$ cat config.mk
export PLATFORM = sky130hd
export DESIGN_NAME = multicycle_control_unit
export DESIGN_NICKNAME = d
export VERILOG_FILES = /design/src/rtl/multicycle_control_unit.sv
export SDC_FILE = /design/constraint.sdc
export NUM_CORES = 1
export LEC_CHECK = 0
export BUFFER_PORTS_ARGS = -buffer_cell sky130_fd_sc_hd__buf_4
export CAP_MARGIN = 25
export CORE_MARGIN = 5
export CORE_UTILIZATION = 48
export CTS_BUF_LIST = sky130_fd_sc_hd__clkbuf_8 sky130_fd_sc_hd__clkbuf_16
export CTS_CLUSTER_DIAMETER = 80
export DETAILED_ROUTE_END_ITERATION = 7
export MAX_ROUTING_LAYER = met4
export PLACE_DENSITY = 0.76
export SLEW_MARGIN = 20
export SYNTH_ARGS = -nofsm -noshare
export SYNTH_HDL_FRONTEND = slang
export SYNTH_SLANG_ARGS = --single-unit
$ cat constraint.sdc
create_clock -name clk -period 2.3 [get_ports clk]
set_clock_uncertainty 0.1 [all_clocks]
set_input_delay 0.115 -clock clk [delete_from_list [all_inputs] [get_ports clk]]
set_output_delay 0.115 -clock clk [all_outputs]
set_load 0.02 [all_outputs]
$ cat src/rtl/multicycle_control_unit.sv
// rtl/multicycle_control_unit.sv - multi-cycle FETCH/DECODE/EXEC/MEM/WB control FSM with memory handshakes.
// Optional feature: define ILLEGAL_TRAP_EN to park illegal opcodes in TRAP until trap_ack.
module multicycle_control_unit #(
  parameter int ALU_OP_W       = 2,
  parameter int TIMEOUT_CYCLES = 16,
  parameter int CNT_W          = 32
) (
  input  logic                clk,
  input  logic                arst_n,
  input  logic [6:0]          opcode,
  input  logic                imem_ready,
  input  logic                dmem_ready,
  input  logic                stall,
  input  logic                trap_ack,
  output logic                imem_req,
  output logic                dmem_req,
  output logic                pc_write,
  output logic                ir_write,
  output logic                alu_src,
  output logic                mem_read,
  output logic                mem_write,
  output logic                mem_2_reg,
  output logic                reg_write,
  output logic                branch,
  output logic                jump,
  output logic [ALU_OP_W-1:0] alu_op,
  output logic [2:0]          state,
  output logic                mem_timeout,
  output logic                illegal_instr,
  output logic                retired,
  output logic [CNT_W-1:0]    retired_cnt
);

  localparam logic [6:0] OP_R     = 7'b0110011;
  localparam logic [6:0] OP_I     = 7'b0010011;
  localparam logic [6:0] OP_BEQ   = 7'b1100011;
  localparam logic [6:0] OP_JAL   = 7'b1101111;
  localparam logic [6:0] OP_LOAD  = 7'b0000011;
  localparam logic [6:0] OP_STORE = 7'b0100011;

  localparam int TMR_W = $clog2(TIMEOUT_CYCLES + 1);
  localparam logic [TMR_W-1:0] TMR_LAST = TMR_W'(TIMEOUT_CYCLES - 1);

  typedef enum logic [2:0] {
    S_FETCH  = 3'd0,
    S_DECODE = 3'd1,
    S_EXEC   = 3'd2,
    S_MEM    = 3'd3,
    S_WB     = 3'd4,
    S_TRAP   = 3'd5
  } state_e;

  state_e            state_q, state_d;
  logic [6:0]        opcode_q, opcode_d;
  logic [TMR_W-1:0]  timer_q, timer_d;
  logic [CNT_W-1:0]  cnt_q, cnt_d;
  logic              is_load, is_store, timeout_hit;

  function automatic logic is_legal(input logic [6:0] op);
    return (op == OP_R) || (op == OP_I) || (op == OP_BEQ) || (op == OP_JAL) ||
           (op == OP_LOAD) || (op == OP_STORE);
  endfunction

`ifndef ILLEGAL_TRAP_EN
  logic unused_trap_ack;
  assign unused_trap_ack = trap_ack;
`endif

  assign is_load     = (opcode_q == OP_LOAD);
  assign is_store    = (opcode_q == OP_STORE);
  assign timeout_hit = (state_q == S_MEM) && !stall && !dmem_ready && (timer_q == TMR_LAST);

  assign state       = state_q;
  assign retired_cnt = cnt_q;

  always_comb begin
    state_d       = state_q;
    opcode_d      = opcode_q;
    timer_d       = timer_q;
    imem_req      = 1'b0;
    dmem_req      = 1'b0;
    pc_write      = 1'b0;
    ir_write      = 1'b0;
    alu_src       = 1'b0;
    mem_read      = 1'b0;
    mem_write     = 1'b0;
    mem_2_reg     = 1'b0;
    reg_write     = 1'b0;
    branch        = 1'b0;
    jump          = 1'b0;
    alu_op        = '0;
    mem_timeout   = 1'b0;
    illegal_instr = 1'b0;
    retired       = 1'b0;

    case (state_q)
      S_FETCH: begin
        imem_req = 1'b1;
        if (imem_ready && !stall) begin
          pc_write = 1'b1;
          ir_write = 1'b1;
          state_d  = S_DECODE;
        end
      end

      S_DECODE: begin
        if (!stall) begin
          opcode_d = opcode;
          if (is_legal(opcode)) begin
            state_d = S_EXEC;
          end else begin
`ifdef ILLEGAL_TRAP_EN
            state_d = S_TRAP;
`else
            state_d = S_FETCH;
`endif
          end
        end
      end

      S_EXEC: begin
        case (opcode_q)
          OP_R: begin
            alu_op = ALU_OP_W'(2'b10);
            if (!stall) state_d = S_WB;
          end
          OP_I: begin
            alu_src = 1'b1;
            if (!stall) state_d = S_WB;
          end
          OP_BEQ: begin
            alu_op = ALU_OP_W'(2'b01);
            branch = 1'b1;
            if (!stall) begin
              retired = 1'b1;
              state_d = S_FETCH;
            end
          end
          OP_JAL: begin
            jump = 1'b1;
            if (!stall) begin
              retired = 1'b1;
              state_d = S_FETCH;
            end
          end
          OP_LOAD, OP_STORE: begin
            alu_src = 1'b1;
            if (!stall) begin
              timer_d = '0;
              state_d = S_MEM;
            end
          end
          default: begin
            if (!stall) state_d = S_FETCH;
          end
        endcase
      end

      S_MEM: begin
        dmem_req  = 1'b1;
        alu_src   = 1'b1;
        mem_read  = is_load;
        // An aborted store must not look like a write on its final cycle.
        mem_write = is_store && !stall && !timeout_hit;
        if (!stall) begin
          if (dmem_ready) begin
            timer_d = '0;
            if (is_load) begin
              state_d = S_WB;
            end else begin
              retired = 1'b1;
              state_d = S_FETCH;
            end
          end else if (timeout_hit) begin
            mem_timeout = 1'b1;
            timer_d     = '0;
            state_d     = S_FETCH;
          end else begin
            timer_d = timer_q + TMR_W'(1);
          end
        end
      end

      S_WB: begin
        mem_2_reg = is_load;
        if (!stall) begin
          reg_write = 1'b1;
          retired   = 1'b1;
          state_d   = S_FETCH;
        end
      end

      S_TRAP: begin
`ifdef ILLEGAL_TRAP_EN
        illegal_instr = 1'b1;
        if (!stall && trap_ack) state_d = S_FETCH;
`else
        state_d = S_FETCH;
`endif
      end

      default: state_d = S_FETCH;
    endcase

    // While reset is asserted every output except state reads as zero.
    if (!arst_n) begin
      imem_req      = 1'b0;
      dmem_req      = 1'b0;
      pc_write      = 1'b0;
      ir_write      = 1'b0;
      alu_src       = 1'b0;
      mem_read      = 1'b0;
      mem_write     = 1'b0;
      mem_2_reg     = 1'b0;
      reg_write     = 1'b0;
      branch        = 1'b0;
      jump          = 1'b0;
      alu_op        = '0;
      mem_timeout   = 1'b0;
      illegal_instr = 1'b0;
      retired       = 1'b0;
    end
  end

  always_comb begin
    cnt_d = cnt_q;
    if (retired) cnt_d = cnt_q + CNT_W'(1);
  end

  always_ff @(posedge clk or negedge arst_n) begin
    if (!arst_n) begin
      state_q  <= S_FETCH;
      opcode_q <= '0;
      timer_q  <= '0;
      cnt_q    <= '0;
    end else begin
      state_q  <= state_d;
      opcode_q <= opcode_d;
      timer_q  <= timer_d;
      cnt_q    <= cnt_d;
    end
  end

endmodule

=== After elaboration in Yosys (flattened, before gate mapping) ===
Cells that the tools add are included.

* Bitwise operators: 1
* Add/subtract/negate cells: 2
* Reduce and logical (&&, ||, !) cells: 23
* Mux-type cells: 57
* Equal/unequal tests: 25

{| class="wikitable"
|+ Operators with widths
! operator !! number
|-
| $mux W1 || 34
|-
| $add A32 B1 Y32 const B || 1
|-
| $eq A7 B6 Y1 const B || 4
|-
| $eq A7 B7 Y1 const B || 4
|-
| $mux W3 || 9
|-
| $mux W5 || 5
|-
| $pmux W3 S5 || 1
|-
| $eq A7 B2 Y1 const B || 2
|-
| $eq A7 B5 Y1 const B || 2
|-
| $ne A2 B2 Y1 const B || 5
|-
| $pmux W5 S2 || 1
|-
| $ne A3 B3 Y1 const B || 3
|-
| $eq A3 B2 Y1 const B || 2
|-
| $logic_and A1 B1 Y1 || 6
|-
| $mux W2 || 3
|-
| $pmux W3 S2 || 1
|-
| $reduce_and A6 Y1 || 1
|-
| $reduce_or A2 Y1 || 3
|-
| $add A5 B1 Y5 const B || 1
|-
| $eq A5 B4 Y1 const B || 1
|-
| $logic_or A1 B1 Y1 || 5
|-
| $pmux W2 S2 || 1
|-
| $reduce_and A4 Y1 || 1
|-
| $eq A3 B1 Y1 const B || 1
|-
| other kinds (9) || 11
|}

* Input bits: 13
* Register bits after elaboration: 47

=== Longest topological paths before layout ===
* Word-level depth: 9
* Mapped depth: 7

=== Worst setup path after synthesis ===
Ideal clock, no wire load.

* Kind: register to register
* Start: register cnt_q[0], in the netlist retired_cnt[0]
* End: register cnt_q[28], in the netlist retired_cnt[28]
* Period minus slack after synthesis: 2.527 ns
* Stages on the path, launching flop included: 8
* Library setup time: 0.080 ns
* Buffers on the path: 1
* Setup slack: -0.227 ns
* Arrival: 2.347 ns
* Cells stage by stage: dfrtp_1 > ha_1 > nand2_4 > or4_1 > buf_2 > or4_4 > nor3_2 > xor2_1

* Longest elaborated chain between the ends: 1

{| class="wikitable"
|+ RTL lines
! element !! line !! text
|-
| start, declared || 56 || <nowiki>logic [CNT_W-1:0] cnt_q, cnt_d;</nowiki>
|-
| start signal, assigned || 240 || <nowiki>cnt_q <= cnt_d;</nowiki>
|-
| $add A32 B1 Y32 || 227 || <nowiki>if (retired) cnt_d = cnt_q + CNT_W'(1);</nowiki>
|}

No other way between the ends.
A chain may end at the register's enable or synchronous reset.

=== Worst setup path in the final report ===
* Start: register opcode_q[6]
* End: output retired

* Longest elaborated chain between the ends: 6

{| class="wikitable"
|+ RTL lines
! element !! line !! text
|-
| start, declared || 54 || <nowiki>logic [6:0] opcode_q, opcode_d;</nowiki>
|-
| start signal, assigned || 238 || <nowiki>opcode_q <= opcode_d;</nowiki>
|-
| $eq A7 B2 Y1 || 69 || <nowiki>assign is_load = (opcode_q == OP_LOAD);</nowiki>
|-
| $mux W1 || 168 || <nowiki>if (is_load) begin</nowiki>
|-
| $mux W1 || 166 || <nowiki>if (dmem_ready) begin</nowiki>
|-
| $mux W1 || 165 || <nowiki>if (!stall) begin</nowiki>
|-
| $pmux W1 S3 * || 96 || <nowiki>case (state_q)</nowiki>
|-
| $mux W1 * || 206 || <nowiki>if (!arst_n) begin</nowiki>
|-
| end, declared || 30 || <nowiki>output logic retired,</nowiki>
|}

Every way passes the cells marked *; elsewhere a longest branch is shown, timed or not.

==> results by group <==
Clock tree
  – Clock Latency Late Sink: 0.30 ns
  – CTS tree: yes
  – CTS Buf Count: 5
  – Bufs on Longest Clock Path: 2
  – Clk sink count: 47
  – CTS root buf: clkbuf_8
  – Max H-tree Level: 2
  – CTS clock-pin slew for the worst setup and hold paths: 0.08 ns

Place
  – Hpwl dp: between 4 and 5 mm
  – Global placement routability congestion: 0.876
  – DP Area: around 3300 um^2
  – Worst slack at placement: 0.0620 ns
  – # port buffers: 61

STA
  – Max Freq: 446 MHz
  – Setup TNS: 0 ns
  – Period minus WS final: approximately 2.2 ns
  – Slew @ Worst Pin: 0.583 ns
  – Hold Fails Final Rpt: 0
  – Final Cycle Share: 0.974
  – Final setup vio count: 0
  – Final Max Slew Viols: 0
  – Unrepaired setup endpoints after global routing: true
  – Setup ws final: 0.0598 ns
  – Rel. slew slack: 0.607

Setup path
  – Worst Setup End Kind: primary output
  – CP arrival: 2.03 ns
  – R2r startpoint: state[0]
  – Crit path kind: reg -> out
  – Crit-path max FO: 10
  – CP required: 2.09 ns
  – FF-to-FF setup slack: 0.09 ns
  – Worst path top cell family by delay: simple AND/OR/NAND/NOR gates
  – Worst path cell trace: and3b_2 > nand3_2 > a211oi_4 > buf_4 > nor2_4 > buf_4 > buf_4
  – Cell mode on critical path: buf_4
  – Reg-to-Reg End: retired_cnt[10]
  – Worst setup SP type: flip-flop
  – Delay of the slowest critical-path stage: 0.42 ns
  – Worst Path Buf+Inv: 3
  – R2R cell count: 6
  – Worst path slowest cell: dfrtp_1

GRT
  – First-pass GRT wire length: 10.8 mm
  – M3 GR Usage: 0.0454
  – GRT busiest layer: met2
  – Met1 Use GR: 0.250
  – GRT met2 Usage: 0.310
  – Overflow after GRT: 0
  – Vias in the first global route: 2237
  – Largest net degree at the start of global routing: 27
  – GRT Overall Usage: 0.194
  – Initial antenna violation count: 0

Cells and area
  – Design area: between 3000 and 4000 um^2
  – Fillcell total: 418
  – Area grow syn2layout: 34.4%
  – Diode count: 0
  – NumNets Final: 372
  – Fraction of layout cells with a size suffix above 1: 0.328

Route
  – DRT Pass-1 Iters: 4
  – Total length of routed wires: 6.38 mm
  – DR vias: 2330
  – Drt via density: between 5 and 6
  – Drt drc: 0
  – ANT nets after route: 0
  – WL per Instance: 14.9 um
  – Violation count after the first detailed-route iteration: 222

Yosys
  – Cells after Synth: 271
  – Synthesized area: 2590 um^2
  – Register area share after synthesis: 0.454
  – Most used DFF post-synth: dfrtp_1
  – Async SR Flop Fraction: 1.00
  – Syn Area/Cell: 9.56 um^2
  – Post-synth cell types: 47
  – Post-Syn Nets: around 290
  – Number of flops mapped to enable cells by yosys: 0
  – Syn. warnings: 0
  – Yosys reg bits: 47

Power
  – Leakage: 1.75 nW
  – Pint: 1.32 mW
  – Seq pwr share: 0.510
  – Maximum vdd ir drop: 0.452 mV
  – Psw: 0.637 mW
  – Clock share of power: 0.234
  – Total Power: about 2 mW
  – Pwr dens: 562 nW/um^2
  – Sw Share: 0.325
  – Gate power share: 0.257

Floorplanning
  – Row count: 26
  – Chip Height: approximately 83 um
  – Die ar.: 6960 um^2
  – Initial Utilization: 0.501
  – Core footprint: 5170 um^2
  – # IOs: 64
  – Die Span X: approximately 83 um

Hold path
  – Hold Path Class: in -> reg
  – Hold endpoint: state[2]
  – Hold Startpoint: dmem_ready
  – Worst hold path stage count: 3

Job
  – Number of max-cap violations: 0

Outcome
  – Status: complete, no violations
==> worst max path at each step <==
stage	from	endpoint	cells past startpoint
finish	opcode_q[6]	retired	7
global placement	retired_cnt[0]	retired_cnt[28]	6
detailed placement	retired_cnt[0]	retired_cnt[30]	6
floorplan	retired_cnt[0]	retired_cnt[28]	7
CTS	opcode_q[6]	retired	7
global route	state[2]	retired	9
==> power by group through the flow <==
| stage | Combinational, mW | Sequential (mW) | Clock (mW) |
|---|---|---|---|
| after CTS | 0.487 | 0.986 | 0.472 |
| after global routing | 0.552 | 1.01 | 0.513 |
| after global placement | 0.455 | 0.989 | 0 |
| final | 0.502 | 0.997 | 0.457 |
| after floorplan | 0.293 | 0.986 | 0 |
| after detailed placement | 0.458 | 1.00 | 0 |
==> registers in the layout (all words and copies together) (netlist names) <==
name,cells
timer_q,5
retired_cnt,32
opcode_q,7
state,3
==> area by class of cell <==
| type | instances | area (um^2) | share of cell area |
|---|---|---|---|
| clock buffer | 5 | 68.8 | 0.0198 |
| timing repair buffer | 92 | 714 | 0.205 |
| inverter | 6 | 22.5 | 0.00647 |
| tap | 70 | 87.6 | 0.0252 |
| sequential | 47 | 1180 | 0.339 |
| multi-input combinational | 205 | 1400 | 0.403 |
| clock inverter | 2 | 7.51 | 0.00216 |
==> worst reg2reg max path: cells and delay by family, from the launching register on <==
kind	cells	cell delay, ns
xor+xnor	1	0.18
simple gates	3	1.08
flops	1	0.39
buf+inv	1	0.16
compound gates	1	0.23
==> synthesized netlist by cell type, types with 2 or more instances <==
cell type / instances / share of area
dfrtp_1: 47 / 0.45
mux2_2: 7 / 0.030
nor4b_1: 4 / 0.014
clkbuf_1: 9 / 0.013
a21oi_1: 4 / 0.0077
nand2b_1: 3 / 0.0072
nand3_1: 16 / 0.031
nand4_1: 7 / 0.017
o21ai_0: 7 / 0.014
nor4_1: 15 / 0.036
buf_2: 2 / 0.0039
nand2_1: 28 / 0.041
xnor2_1: 2 / 0.0068
ha_1: 2 / 0.0097
inv_1: 6 / 0.0087
nor3_1: 15 / 0.029
xor2_1: 30 / 0.10
nand3b_1: 2 / 0.0058
and3_1: 2 / 0.0048
nor2b_1: 4 / 0.0097
or3_1: 2 / 0.0048
and2_1: 4 / 0.0097
buf_4: 2 / 0.0058
nor2_1: 21 / 0.030
or4_1: 2 / 0.0058
nor3b_1: 3 / 0.0087
o31ai_1: 3 / 0.0087
nor3_2: 3 / 0.012
==> cells in the final DEF (no fill, tap or decap), drive strengths merged, types with 5 or more instances in the layout <==
master / Yosys / final
nor4b: 5 / 5
o21ai: 7 / 7
nand4: 8 / 8
nand3: 16 / 16
buf: 4 / 84
mux2: 7 / 7
dfrtp: 47 / 47
nor4: 16 / 16
nand2: 29 / 29
nor3: 18 / 18
clkbuf: 9 / 5
dlygate4sd3: 0 / 8
inv: 6 / 8
xor2: 30 / 30
nor2: 21 / 21
==> layer usage <==
layer	vias to the layer above	routed length, um
met4	0	57
met1	1132	2930
li1	1140	-
met2	54	3140
met3	4	250
met5	-	0
==> through the flow <==
step	instances	util	hold slack, ns
3_3_place_gp	410	0.631	0.0577
2_1_floorplan	271	-	-0.281
3_5_place_dp	410	0.631	0.0559
5_1_grt	427	0.673	0.164
4_1_cts	425	0.665	0.137
6_report	427	0.673	0.156
==> cell families (layout without fill, tap and decap cells) <==
kind of cell               count (synthesis)  in the layout  synth area share
other                                      1              1           0.00145
muxes                                      8              8            0.0343
DFF                                       47             47             0.454
xor gates and xnor gates                  32             32             0.108
adders and majority gates                  2              2           0.00966
buffers and inverters                     19            105            0.0314
AOI/OAI and AO/OA                         23             23            0.0580
and+or+nand+nor                          139            139             0.303
==> what timing repair did <==
item                       CTS  global route
hold buffers                 8             0
setup buffers                0             2
gates resized for setup      4             7
setup endpoints to repair    1             6
hold endpoints to repair    55             0
Power figures use the tool's default switching activity.
